`config.mk`:
```
export PLATFORM = sky130hd
export DESIGN_NAME = instruction_buffer
export DESIGN_NICKNAME = d
export VERILOG_FILES = /design/src/rtl/rv_pkg.sv /design/src/rtl/instr_buffer_mem.sv /design/src/rtl/instruction_buffer.sv
export SDC_FILE = /design/constraint.sdc
export NUM_CORES = 1
export LEC_CHECK = 0
export ABC_AREA = 1
export CORE_ASPECT_RATIO = 2
export CORE_MARGIN = 2
export CORE_UTILIZATION = 45
export DETAILED_ROUTE_END_ITERATION = 10
export PLACE_DENSITY = 0.62
export SYNTH_ARGS = -nofsm -noshare
export SYNTH_HDL_FRONTEND = slang
export SYNTH_HIERARCHICAL = 1
export SYNTH_SLANG_ARGS = --single-unit
```
`constraint.sdc`:
```
create_clock -name clk -period 7.82 [get_ports clk]
set_clock_uncertainty 0.05 [all_clocks]
set_input_delay 1.955 -clock clk [delete_from_list [all_inputs] [get_ports clk]]
set_output_delay 1.955 -clock clk [all_outputs]
set_load 0.03 [all_outputs]
```
`src/rtl/rv_pkg.sv`:
```
// Shared constants for the fetch/decode front end.
package rv_pkg;

    // Canonical RV32 NOP: addi x0, x0, 0
    localparam logic [31:0] NOP = 32'h0000_0013;

    localparam int unsigned DATA_W_DEF = 32;
    localparam int unsigned PC_W_DEF   = 32;

endpackage

```
`src/rtl/instr_buffer_mem.sv`:
```
// Instruction buffer storage: one synchronous write port, one asynchronous read port.
module instr_buffer_mem #(
    parameter int unsigned DEPTH = 4,
    parameter int unsigned WIDTH = 64,
    localparam int unsigned AW   = $clog2(DEPTH)
) (
    input  logic             clk,
    input  logic             we,
    input  logic [AW-1:0]    waddr,
    input  logic [WIDTH-1:0] wdata,
    input  logic [AW-1:0]    raddr,
    output logic [WIDTH-1:0] rdata
);

    logic [WIDTH-1:0] mem_q [DEPTH];

    // Storage is not reset; validity is tracked by the controller's count.
    always_ff @(posedge clk) begin
        if (we) begin
            mem_q[waddr] <= wdata;
        end
    end

    assign rdata = mem_q[raddr];

endmodule

```
`src/rtl/instruction_buffer.sv`:
```
// Fetch-to-decode instruction FIFO with flush, carrying the PC with each word.
module instruction_buffer
    import rv_pkg::*;
#(
    parameter int unsigned DATA_W = DATA_W_DEF,
    parameter int unsigned PC_W   = PC_W_DEF,
    parameter int unsigned DEPTH  = 4,
    localparam int unsigned AW    = $clog2(DEPTH)
) (
    input  logic              clk,
    input  logic              rst_n,
    input  logic              flush,
    input  logic              in_valid,
    output logic              in_ready,
    input  logic [DATA_W-1:0] in_instr,
    input  logic [PC_W-1:0]   in_pc,
    output logic              out_valid,
    input  logic              out_ready,
    output logic [DATA_W-1:0] out_instr,
    output logic [PC_W-1:0]   out_pc,
    output logic [AW:0]       count
);

    localparam logic [AW:0]       DepthC = (AW + 1)'(DEPTH);
    localparam logic [DATA_W-1:0] NopW   = DATA_W'(NOP);

    logic [AW-1:0] wr_ptr_q, wr_ptr_d;
    logic [AW-1:0] rd_ptr_q, rd_ptr_d;
    logic [AW:0]   count_q, count_d;
    logic          push, pop;
    logic [DATA_W+PC_W-1:0] rdata;

    // Handshakes depend only on registered count, never on the opposite side.
    assign in_ready  = (count_q < DepthC);
    assign out_valid = (count_q != '0);
    assign push      = in_valid & in_ready;
    assign pop       = out_valid & out_ready;
    assign count     = count_q;

    // Next pointer/count state; flush overrides any same-cycle push or pop.
    always_comb begin
        wr_ptr_d = wr_ptr_q;
        rd_ptr_d = rd_ptr_q;
        count_d  = count_q;
        if (flush) begin
            wr_ptr_d = '0;
            rd_ptr_d = '0;
            count_d  = '0;
        end else begin
            if (push) wr_ptr_d = wr_ptr_q + 1'b1;
            if (pop)  rd_ptr_d = rd_ptr_q + 1'b1;
            unique case ({push, pop})
                2'b10:   count_d = count_q + 1'b1;
                2'b01:   count_d = count_q - 1'b1;
                default: count_d = count_q;
            endcase
        end
    end

    // Pointer and count registers with asynchronous reset.
    always_ff @(posedge clk or negedge rst_n) begin
        if (!rst_n) begin
            wr_ptr_q <= '0;
            rd_ptr_q <= '0;
            count_q  <= '0;
        end else begin
            wr_ptr_q <= wr_ptr_d;
            rd_ptr_q <= rd_ptr_d;
            count_q  <= count_d;
        end
    end

    instr_buffer_mem #(
        .DEPTH (DEPTH),
        .WIDTH (DATA_W + PC_W)
    ) u_mem (
        .clk   (clk),
        .we    (push & ~flush),
        .waddr (wr_ptr_q),
        .wdata ({in_instr, in_pc}),
        .raddr (rd_ptr_q),
        .rdata (rdata)
    );

    // Empty buffer presents a NOP at address zero.
    assign out_instr = out_valid ? rdata[DATA_W+PC_W-1:PC_W] : NopW;
    assign out_pc    = out_valid ? rdata[PC_W-1:0] : '0;

endmodule

```
[Word level (Yosys, flattened, before mapping)]
Memory sizes are Yosys's and may differ from the RTL's.
Cells that the tools add are included.
Storage, ports and cells
  output and inout port bits: 69
  input port bits: 69
  bits in registers: 7
  memories: 1
  bits in writable memories: 256
Memories
  u_mem.mem_q: depth 4, width 64, read ports 1, clocked after memory_dff 0, wr ports 1, RTL line instr_buffer_mem.sv:15  | logic [WIDTH-1:0] mem_q [DEPTH];
Operators by class
  bitwise gates (word level): 4
  mux-type cells: 10
  reduce and logical (&&, ||, !) cells: 4
  add/sub/neg operators: 4
  equal/unequal tests: 2
  order comparisons: 1
Operators with widths (count)
  two-way mux 32 bit: 2
  two-way mux 2 bit: 4
  case mux 3 bit (2 select lines): 1
  nonzero test 3 bit: 2
  adder 2 x 1 -> 2 bit, second input constant: 2
  nonzero test 2 bit: 2
  adder 3 x 1 -> 3 bit, second input constant: 1
  bitwise AND 1 bit: 3
  less-than comparator 3 bit, second input constant: 1
  two-way mux 3 bit: 1
  subtractor 3 x 1 -> 3 bit, second input constant: 1
  == test 2 x 1 -> 1 bit, second input constant: 1
  == test 2 bit, second input constant: 1
  two-way mux 1 bit: 2
  inverter 1 bit: 1

[Longest topological paths before layout]
  word-level depth: 5
  mapped depth: 8
  gate-level depth less buffers: 8

[Cells and area by module]
The synthesis kept the hierarchy.
By module, submodules not included
  instr_buffer_mem: instances 1, cells each 1010, sequential area each 7687.4 sq um, area an instance 10761.6 sq um
  instruction_buffer: instances 1, cells each 181, sequential area each 175.2 sq um, area an instance 920.9 sq um

[Worst setup path before layout]
Ideal clock, no wire load.
  kind: input -> register
  start: in in_valid
  end: mem u_mem.mem_q[1][0] (enable)
  slack: 0.668 ns
  setup time: 0.565 ns
  arrival: 6.537 ns
  cell stages on the path: 4
  buffers on the path: 0
  cell sequence: nand2_2 nor2_1 inv_1 nor3_1
On the way
  longest elaborated chain between the ends: 4
Ends and longest elaborated chain
  from (decl): RTL line instruction_buffer.sv:13  | input logic in_valid,
  bitwise AND 1 bit: RTL line instruction_buffer.sv:36  | assign push = in_valid & in_ready;
  bitwise AND 1 bit: RTL line instruction_buffer.sv:78  | .we (push & ~flush),
  two-way mux 1 bit: RTL line instr_buffer_mem.sv:19  | if (we) begin
  two-way mux 1 bit (implied by the code): RTL line instr_buffer_mem.sv:20  | mem_q[waddr] <= wdata;
  to (decl): RTL line instr_buffer_mem.sv:15
Every way passes these cells.

[Final worst setup path]
  start: reg rd_ptr_q[0]
  end: out out_instr[30]
On the way
  longest elaborated chain between the ends: 2
Ends and longest elaborated chain
  from (decl): RTL line instruction_buffer.sv:28  | logic [AW-1:0] rd_ptr_q, rd_ptr_d;
  from (signal assigned): RTL line instruction_buffer.sv:68  | rd_ptr_q <= rd_ptr_d;
  memory read (4 x 64 bit)
  named net rdata[62]: RTL line instruction_buffer.sv:31  | logic [DATA_W+PC_W-1:0] rdata;
  two-way mux 32 bit: RTL line instruction_buffer.sv:86  | assign out_instr = out_valid ? rdata[DATA_W+PC_W-1:PC_W] : NopW;
  to (decl): RTL line instruction_buffer.sv:19  | output logic [DATA_W-1:0] out_instr,
The timed path passes the listed nets, and every way through them passes these cells.

==> results.md <==
* Outcome: completed
* Initial antenna violation count at 0
* Final wirelength at 24.1 mm
* Multi-input logic area at 2330 sq um
* Final Cycle Share at 69.3%
* DP Cell Count at 1630
* YS warnings at 6
* Nets at 1385
* Final setup vio count at 0
* Synth Net Count at 1261
* Cell count after synthesis at 1191
* Total Routing Usage GR at 17.6%
* Final Instance Count excl. Fillers at 1671
* Startpoint class of the critical path: flop
* Dpl hpwl at 13.9 mm
* Antenna-violating nets left at 0
* DIE WIDTH at 118 microns
* Crit path capture type: output port
* #FFs+latches synth at 263
* First-pass GRT wire length at 37.5 mm
* Clock-pin slew on the worst setup and hold paths at 0.06 ns
* Cell chain of the critical path: inv_4, buf_4, nand2_1, nand3_1, nand2_1, inv_1, nor2_1, clkdlybuf4s50_1
* Post-CTS Repair Setup Buffers at 0
* CTS Buf Count at 23
* Drt pass-1 iters at 5
* Worst Path Required at 5.82 ns
* Class of the worst hold path: flop to flop
* Clock sinks at 263
* RSZ-0062 raised after global routing: no
* Yosys cell types at 24
* Final Util at 54.8%
* # IOs at 138
* Root Driver: clkbuf_16
* Setup tns final at 0 ns
* Seq. cell area at 7870 sq um
* GPL Wtd Cong at 0.740
* Final Hold Fails at 0
* Post-CTS sizing at 0
* Drt drc at 0
* Max clock buf depth at 3
* Layout fillers at 2273
* CTS tree: done
* Max Cap Viol at 0
* Final Max Slew Viols at 0
* Wire per inst at 14.4 microns
* Leak at 6.37 nW
* Worst Tran Pin Value at 1.09 ns
* Mapped cell area at 11700 sq um
* DIE AREA at 27300 sq um
* Final Total Pwr at 4.36 mW
* Fraction of the yosys area taken by sequential cells at 67.3%
* Clk_lat worst skew at 0.51 ns
* Effective utilization at floorplan at 45.5%
* Maximum vdd drop at 282 uV
* Vias/cell at 4.60
* Cts hold-fix bufs at 0
* Critical path class: flop to output port
* Max-Slew Margin vs Limit at 27.0%
* Avg Inst Size Synth at 9.81 sq um
* Pwr Density at 310 nW/um^2
* Crit-path most repeated cell: nand2_1
* Port bufs at 137
* Largest net degree at the start of global routing at 96
* F_max at 0.185 GHz
* Hold_ws at 0.517 ns
* Crit path max fanout at 87
* Initial DRC Count at 401
* Worst path max stage delay at 0.69 ns
* Proportion of layout cells with a drive suffix above 1 at 4.73%
* Syn-to-layout area delta at 20.3%
* Post-layout min period at 5.42 ns
* Vias in the first global route at 7541
* Antenna Cells at 0
* Slowest cell on the critical path: inv_4
* Vias at 7687
* Cell row count at 83
* Crit path DAT at 3.41 ns
* GRT overflow at 0
* H-tree Lvls at 1
* Core area at 25700 sq um
* Chip height at 232 microns
[through the flow]
stage | worst slack [ns] | area (sq um)
3_3_place_gp | 2.86 | 13300
3_5_place_dp | 2.88 | 13300
6_report | 2.40 | 14100
4_1_cts | 2.31 | 14100
5_1_grt | 2.13 | 14100
2_1_floorplan | 0.668 | 11700
[final cells by class]
cell class	count	share of cell area [%]
Multi-Input combinational cell	548	16.6
Clock buffer	29	4.33
Timing Repair Buffer	146	10.2
Clock inverter	12	0.979
Tap cell	340	3.03
Inverter	333	8.91
Sequential cell	263	56.0
[routing by layer]
layer,routed length (microns),global-route usage (%)
met1,8970,18.7
met5,0,0
met4,709,7.04
met2,13400,34.7
met3,1090,1.99
[sequential cells by signal, summed over array words and instances, names as in the netlist]
name and cells:
rd_ptr_q 2, count 3, u_mem/mem_q 256, wr_ptr_q 2
[cells in the mapped netlist]
cell        n  area share, %
a21oi_1     2          0.086
a21oi_2     1          0.075
buf_1       2          0.064
buf_2      27            1.2
buf_4      14           0.90
clkbuf_1    4           0.13
dfrtp_1     7            1.5
edfxtp_1  256             66
fa_1        1           0.17
inv_1     328             11
inv_2       5           0.16
nand2_1   327             11
nand2_2     3           0.16
nand2_4     1          0.096
nand3_1   131            5.6
nand3_2     1          0.086
nand3b_1    1          0.064
nand4_1     1          0.054
nor2_1     65            2.1
nor2_4      1          0.096
nor3_1      5           0.21
o21ai_0     3           0.13
or2_2       3           0.16
xor2_1      2           0.15
[logic make-up after synthesis]
logic type      share of synthesized area [%]
fa+ha+maj                               0.171
simple gates                             19.1
flops                                    67.3
xor+xnor                                0.150
compound gates                          0.289
buf+inv                                  12.9
[final timing paths]
check,startpoint,endpoint,slack (ns),cells past startpoint
setup / recovery,rd_ptr_q[0],out_instr[30],2.40,8
hold / removal,wr_ptr_q[0],wr_ptr_q[0],0.52,1
setup reg to reg,count[2],u_mem/mem_q[0][35],5.55,6
hold reg to reg,wr_ptr_q[0],wr_ptr_q[0],0.52,1
max in group asynchronous,rst_n,rd_ptr_q[0],5.78,1
min in group asynchronous,rst_n,count[0],1.66,1
[worst max-delay path, delay by kind of cell (launching register included)]
family / cells / cell delay (ns)
buffers and inverters: 4 / 1.89
DFF: 1 / 0.66
and+or+nand+nor: 4 / 0.34
[where the power goes]
group	switching, mW	leakage (nW)	total (mW)	internal (mW)
Clock	0.470	0.364	1.12	0.651
Combinational	1.04	3.59	1.59	0.550
Sequential	0.0426	2.42	1.66	1.61
[placed cells by master (no fill, tap or decap), drive strengths merged]
master	synthesis	final
fa	1	1
bufinv	0	3
clkinv	0	8
clkdlybuf4s50	0	137
buf	43	9
a21oi	3	3
or2	3	3
nand4	1	1
edfxtp	256	256
nand2	331	331
dfrtp	7	7
o21ai	3	3
clkbuf	4	29
nand3b	1	1
nand3	132	132
inv	333	333
xor2	2	2
clkinvlp	0	1
nor2	66	66
nor3	5	5
(Power assumes the default switching activity.)
